===== config.mk =====
export PLATFORM = sky130hd
export DESIGN_NAME = mem_access_ctrl
export DESIGN_NICKNAME = d
export VERILOG_FILES = /design/src/rtl/mem_access_ctrl.sv
export SDC_FILE = /design/constraint.sdc
export NUM_CORES = 1
export LEC_CHECK = 0
export CORE_MARGIN = 8
export CORE_UTILIZATION = 45
export DETAILED_ROUTE_END_ITERATION = 10
export PLACE_DENSITY = 0.79
export SETUP_SLACK_MARGIN = 0.02
export SKIP_CTS_REPAIR_TIMING = 1
export SYNTH_ARGS = -nofsm -noshare
export SYNTH_HDL_FRONTEND = slang
export SYNTH_SLANG_ARGS = --single-unit
export TNS_END_PERCENT = 30

===== constraint.sdc =====
create_clock -name clk -period 2 [get_ports clk]
set_input_delay 0.4 -clock clk [delete_from_list [all_inputs] [get_ports clk]]
set_output_delay 0.4 -clock clk [all_outputs]
set_load 0.03 [all_outputs]

===== src/rtl/mem_access_ctrl.sv =====
// mem_access_ctrl: LSU-to-RAM access sequencer with size/alignment checks; define ROTATE_UNALIGNED_EN for ARM-style rotated misaligned word loads.
module mem_access_ctrl #(
  parameter int ADDR_W = 9,
  parameter int TIMEOUT_CYCLES = 64,
  parameter int CNT_W = 7
) (
  input  logic              clk,
  input  logic              reset,
  input  logic              mem_req,
  input  logic              mem_rw,
  input  logic [1:0]        mem_size,
  input  logic              mem_signed,
  input  logic [ADDR_W-1:0] mem_addr,
  input  logic [31:0]       mem_wdata,
  output logic [31:0]       mem_rdata,
  output logic              mem_ready,
  output logic              mem_fault,
  output logic              mem_busy,
  output logic              ram_enable,
  output logic              ram_rw,
  output logic [ADDR_W-1:0] ram_address,
  output logic [1:0]        ram_A,
  output logic [1:0]        ram_MAS,
  output logic [31:0]       ram_dataIn,
  input  logic [31:0]       ram_dataOut,
  input  logic              ram_done
);
`ifdef ROTATE_UNALIGNED_EN
  localparam logic ROT = 1'b1;
`else
  localparam logic ROT = 1'b0;
`endif
  typedef enum logic [2:0] {IDLE, CHECK, ACK, WAIT, RESP} state_t;
  state_t state_q, state_d;
  logic rw_q, rw_d, sgn_q, sgn_d;
  logic [1:0] size_q, size_d;
  logic [ADDR_W-1:0] addr_q, addr_d;
  logic [31:0] wdata_q, wdata_d;
  logic [CNT_W-1:0] cnt_q, cnt_d;
  logic [31:0] rdata_q, rdata_d, din_q, din_d;
  logic ready_q, ready_d, fault_q, fault_d, busy_q, busy_d, en_q, en_d, ramrw_q, ramrw_d;
  logic [ADDR_W-1:0] raddr_q, raddr_d;
  logic [1:0] ra_q, ra_d, mas_q, mas_d;
  logic bad, tmo;
  logic [4:0] sh;
  logic [31:0] d, wd, ld, sdata;
  assign bad = (size_q == 2'b11) | (size_q == 2'b01 & addr_q[0])
             | (size_q == 2'b10 & |addr_q[1:0] & ~(ROT & rw_q));
  assign tmo = cnt_q == CNT_W'(TIMEOUT_CYCLES - 1);
  assign d = ram_dataOut;
  assign sh = {addr_q[1:0], 3'b000};
  // Misaligned word reads come back aligned; rotate right by the byte offset.
  assign wd = ROT ? ((d >> sh) | (d << (6'd32 - {1'b0, sh}))) : d;
  assign ld = size_q == 2'b00 ? {{24{sgn_q & d[7]}}, d[7:0]}
            : size_q == 2'b01 ? {{16{sgn_q & d[15]}}, d[15:0]} : wd;
  assign sdata = size_q == 2'b00 ? {24'd0, wdata_q[7:0]}
               : size_q == 2'b01 ? {16'd0, wdata_q[15:0]} : wdata_q;
  always_comb begin
    state_d = state_q;
    rw_d = rw_q;
    sgn_d = sgn_q;
    size_d = size_q;
    addr_d = addr_q;
    wdata_d = wdata_q;
    cnt_d = cnt_q;
    rdata_d = 32'd0;
    fault_d = 1'b0;
    ramrw_d = ramrw_q;
    raddr_d = raddr_q;
    ra_d = ra_q;
    mas_d = mas_q;
    din_d = din_q;
    case (state_q)
      IDLE: if (mem_req) begin
        state_d = CHECK;
        rw_d = mem_rw;
        sgn_d = mem_signed;
        size_d = mem_size;
        addr_d = mem_addr;
        wdata_d = mem_wdata;
      end
      CHECK: if (bad) begin
        state_d = RESP;
        fault_d = 1'b1;
      end else begin
        state_d = ACK;
        cnt_d = '0;
        ramrw_d = rw_q;
        raddr_d = {addr_q[ADDR_W-1:2], 2'b00};
        ra_d = (ROT && size_q == 2'b10) ? 2'b00 : addr_q[1:0];
        mas_d = size_q;
        din_d = sdata;
      end
      ACK: begin
        cnt_d = cnt_q + 1'b1;
        state_d = tmo ? RESP : ram_done ? ACK : WAIT;
        fault_d = tmo;
      end
      WAIT: begin
        cnt_d = cnt_q + 1'b1;
        state_d = (ram_done | tmo) ? RESP : WAIT;
        fault_d = ~ram_done & tmo;
        rdata_d = (ram_done & rw_q) ? ld : 32'd0;
      end
      default: state_d = IDLE;
    endcase
    ready_d = state_d == RESP;
    en_d = state_d == ACK || state_d == WAIT;
    busy_d = state_d != IDLE;
  end
  always_ff @(posedge clk) begin
    if (reset) begin
      state_q <= IDLE;
      rw_q <= 1'b0;
      sgn_q <= 1'b0;
      size_q <= 2'b00;
      addr_q <= '0;
      wdata_q <= 32'd0;
      cnt_q <= '0;
      rdata_q <= 32'd0;
      ready_q <= 1'b0;
      fault_q <= 1'b0;
      busy_q <= 1'b0;
      en_q <= 1'b0;
      ramrw_q <= 1'b1;
      raddr_q <= '0;
      ra_q <= 2'b00;
      mas_q <= 2'b00;
      din_q <= 32'd0;
    end else begin
      state_q <= state_d;
      rw_q <= rw_d;
      sgn_q <= sgn_d;
      size_q <= size_d;
      addr_q <= addr_d;
      wdata_q <= wdata_d;
      cnt_q <= cnt_d;
      rdata_q <= rdata_d;
      ready_q <= ready_d;
      fault_q <= fault_d;
      busy_q <= busy_d;
      en_q <= en_d;
      ramrw_q <= ramrw_d;
      raddr_q <= raddr_d;
      ra_q <= ra_d;
      mas_q <= mas_d;
      din_q <= din_d;
    end
  end
  assign mem_rdata = rdata_q;
  assign mem_ready = ready_q;
  assign mem_fault = fault_q;
  assign mem_busy = busy_q;
  assign ram_enable = en_q;
  assign ram_rw = ramrw_q;
  assign ram_address = raddr_q;
  assign ram_A = ra_q;
  assign ram_MAS = mas_q;
  assign ram_dataIn = din_q;
endmodule


==> summary.txt <==
Placed design
  • Port Buffer Count: 160
  • Hpwl dp: 9220 um
  • GPL Wtd Cong: 0.820

Timing
  • Fin crit share: 0.969
  • Clock skew: 7.91 ps
  • Pins Over Slew Limit: 0
  • Fin crit period: 1940 ps
  • Final setup fails: 0
  • RSZ-0062 raised after global routing: no
  • Setup TNS: 0 ps
  • Endpoints failing hold: 0
  • Peak Freq: 516 MHz

Logic synthesis
  • Compound-Gate Fraction of Synth Area: 0.157
  • Main combinational cell family by area after synthesis: simple AND/OR/NAND/NOR gates
  • Simple-Gate Fraction of Synth Area: 0.226
  • Post-synth top area share: 0.560
  • Post-synthesis adder-cell area fraction: 0.00259
  • Post-synth top flop: dfxtp_1
  • Syn Area/Cell: 8.45 um^2
  • Flops & latches, synth: 135
  • Synthesized cell area: 4820 um^2
  • Ys async rst share: 0
  • Yosys warns: 0
  • Number of enable flip-flop cells after synthesis: 0
  • Synth cell types: 38
  • Yosys top cell by area: dfxtp_1
  • Post-synthesis sequential area ratio: 0.560
  • Post-Synth XOR/XNOR Area: 0
  • Multiplexer share of the synthesized area: 0.00233
  • Cells after synthesis: 571
  • Synth area leaders: dfxtp_1, nand2_1, a21oi_1

Floorplanning
  • Row cnt: 38
  • Chip Height: 120 um
  • IO Pins: 163
  • Initial Util: 0.453
  • Chip width: 120 um
  • Die ar.: 14300 um^2
  • Core area: 10700 um^2

Worst setup path
  • Slowest cell on crit path: clkdlybuf4s50_1
  • Worst Path Buf+Inv: 1
  • CP top delay family: buffers and inverters
  • Critical Path Source Type: flop
  • Setup CP Type: reg -> out
  • Critical path depth: 1
  • Crit path DAT: 1540 ps
  • Worst setup path startpoint: ram_dataIn[9]$_SDFFE_PP0P_
  • Crit. End Element: output port
  • R2R depth: 4
  • Critical Path, Cell by Cell: clkdlybuf4s50_1
  • Reg2reg setup slack: 120 ps
  • Critical Path Fanout Max: 2
  • Worst r2r src: addr_q[0]$_SDFFE_PP0P_
  • Crit-path max cell delay: 680 ps
  • Crit path capture: ram_dataIn[9]
  • CP required: 1600 ps
  • Reg2reg end: cnt_q[5]$_SDFFE_PP0P_

Routing
  • Detail Route Antenna Nets: 0
  • Initial DRC count: 373
  • Vias: 4426
  • DRT Wirelength: 13600 um
  • Wire length per cell: 15.5 um
  • Drt drc: 0
  • Vias/cell: 5.04
  • Detailed Routing Iterations Pass 1: 5

Clock network
  • Clock buffer depth: 2
  • Htree depth: 4
  • Later-pin clock latency in the skew report: 510 ps
  • CTS tree: yes
  • CTS root buffer: clkbuf_8
  • CTS Sinks: 135
  • Clk slew on worst S/H paths: 60 ps
  • Total clock buffers created by CTS: 17

GRT
  • First-pass GRT wire length: 22000 um
  • Initial antenna violation count: 0
  • Gr usage total: 0.188
  • GRT Max-Usage Layer: met2
  • Met1 global-route usage: 0.216
  • Largest net degree at the start of global routing: 105
  • GRT overflow: 0
  • M2 GR Usage: 0.319
  • Vias in the first global route: 4529
  • Met3 usage: 0.0601

Finish
  • Layout cells sized above 1: 0.0934
  • Post-layout util: 0.684
  • Ant. Diodes: 0
  • Area Growth Syn to Fin: 50.9%
  • Commonest non-fill, non-tap cell in the layout: nand2_1
  • Layout Nets: 809
  • Fillers: 870
  • Most frequent cells in the layout: nand2_1, clkdlybuf4s50_1, dfxtp_1

Status
  • Run status: finished clean

Power and ir drop
  • Leakage Power: 2.99 nW
  • Peak supply drop: 0.452 mV
  • Tot Pwr: 6.85 mW
  • Pwr dens: 941 nW/um^2

Run
  • Max-cap violations: 0

Hold path
  • Worst min-delay path class: in -> reg
[worst register-to-register path: stages, from the launching register on]
cell and delay, ps:
dfxtp_1 360, nor3_4 340, o21ai_1 230, a2111oi_2 470
mux2_2 370
[Yosys cell counts, drive strengths merged, types with 2 or more instances]
master   number
buf          21
nand2       186
a21oi       120
dfxtp       135
nand4         2
a31oi         2
nand3        26
clkbuf       24
and3          8
a211oi        7
or3b          2
inv           3
nor2          4
nor3          6
nand3b        2
nor2b         2
nor3b         4
o21ai         3
a2111oi       3
[layer usage]
metal | up-vias | part of all wire
met2 | 165 | 0.48
li1 | 2211 | -
met3 | 12 | 0.067
met4 | 0 | 0.012
met5 | - | 0
met1 | 2038 | 0.44
[logic make-up after synthesis]
logic type	after synthesis
other cells	1
simple gates	247
compound gates	138
mux	1
buf+inv	48
flops	135
fa+ha+maj	1
[area by class of cell]
| class | count | area (um^2) | share of cell area |
|---|---|---|---|
| flip-flops and latches | 135 | 2700 | 0.371 |
| multi-input cells | 389 | 1900 | 0.261 |
| repair buffers | 181 | 1860 | 0.256 |
| clock buffers | 20 | 455 | 0.0626 |
| well taps | 140 | 175 | 0.0241 |
| clock inverters | 11 | 171 | 0.0235 |
| inverters | 3 | 11.3 | 0.00155 |
[report_power, final]
group | switching [mW] | internal, mW | total [mW]
Clock | 1.14 | 2.12 | 3.26
Combinational | 0.414 | 0.333 | 0.747
Sequential | 0.0612 | 2.79 | 2.85
Total | 1.61 | 5.24 | 6.85
[how the worst min path moves through the flow]
stage                                           start                           to  depth (start not counted)
after floorplan                addr_q[2]$_SDFFE_PP0P_  ram_address[2]$_SDFFE_PP0P_                          2
after global placement         addr_q[7]$_SDFFE_PP0P_  ram_address[7]$_SDFFE_PP0P_                          2
after detailed placement  ram_dataIn[31]$_SDFFE_PP0P_  ram_dataIn[31]$_SDFFE_PP0P_                          2
after CTS                                       reset      mem_rdata[6]$_SDFF_PP0_                          4
after global routing                            reset      mem_rdata[2]$_SDFF_PP0_                          4
final                                           reset      mem_rdata[6]$_SDFF_PP0_                          4
[flip-flops by register name (all words and copies together) (netlist names)]
name	flops
ram_dataIn	32
mem_rdata	32
ram_address	7
wdata_q	32
sgn_q	1
size_q	2
ram_A	2
ram_rw	1
mem_fault	1
ram_MAS	2
ram_enable	1
rw_q	1
mem_busy	1
mem_ready	1
cnt_q	7
state_q	3
addr_q	9
[metrics by stage]
stage / hold WS (ps) / cells / area (um^2) / setup slack, ps
3_5_place_dp: 443 / 848 / 6590 / -36.2
4_1_cts: 376 / 879 / 7220 / 8.46
2_1_floorplan: 432 / 572 / 4830 / 347
6_report: 404 / 879 / 7280 / 63.0
3_3_place_gp: 437 / 848 / 6590 / -9.14
5_1_grt: 396 / 879 / 7280 / 20.3
No activity file was read; power rests on OpenSTA's default activity.
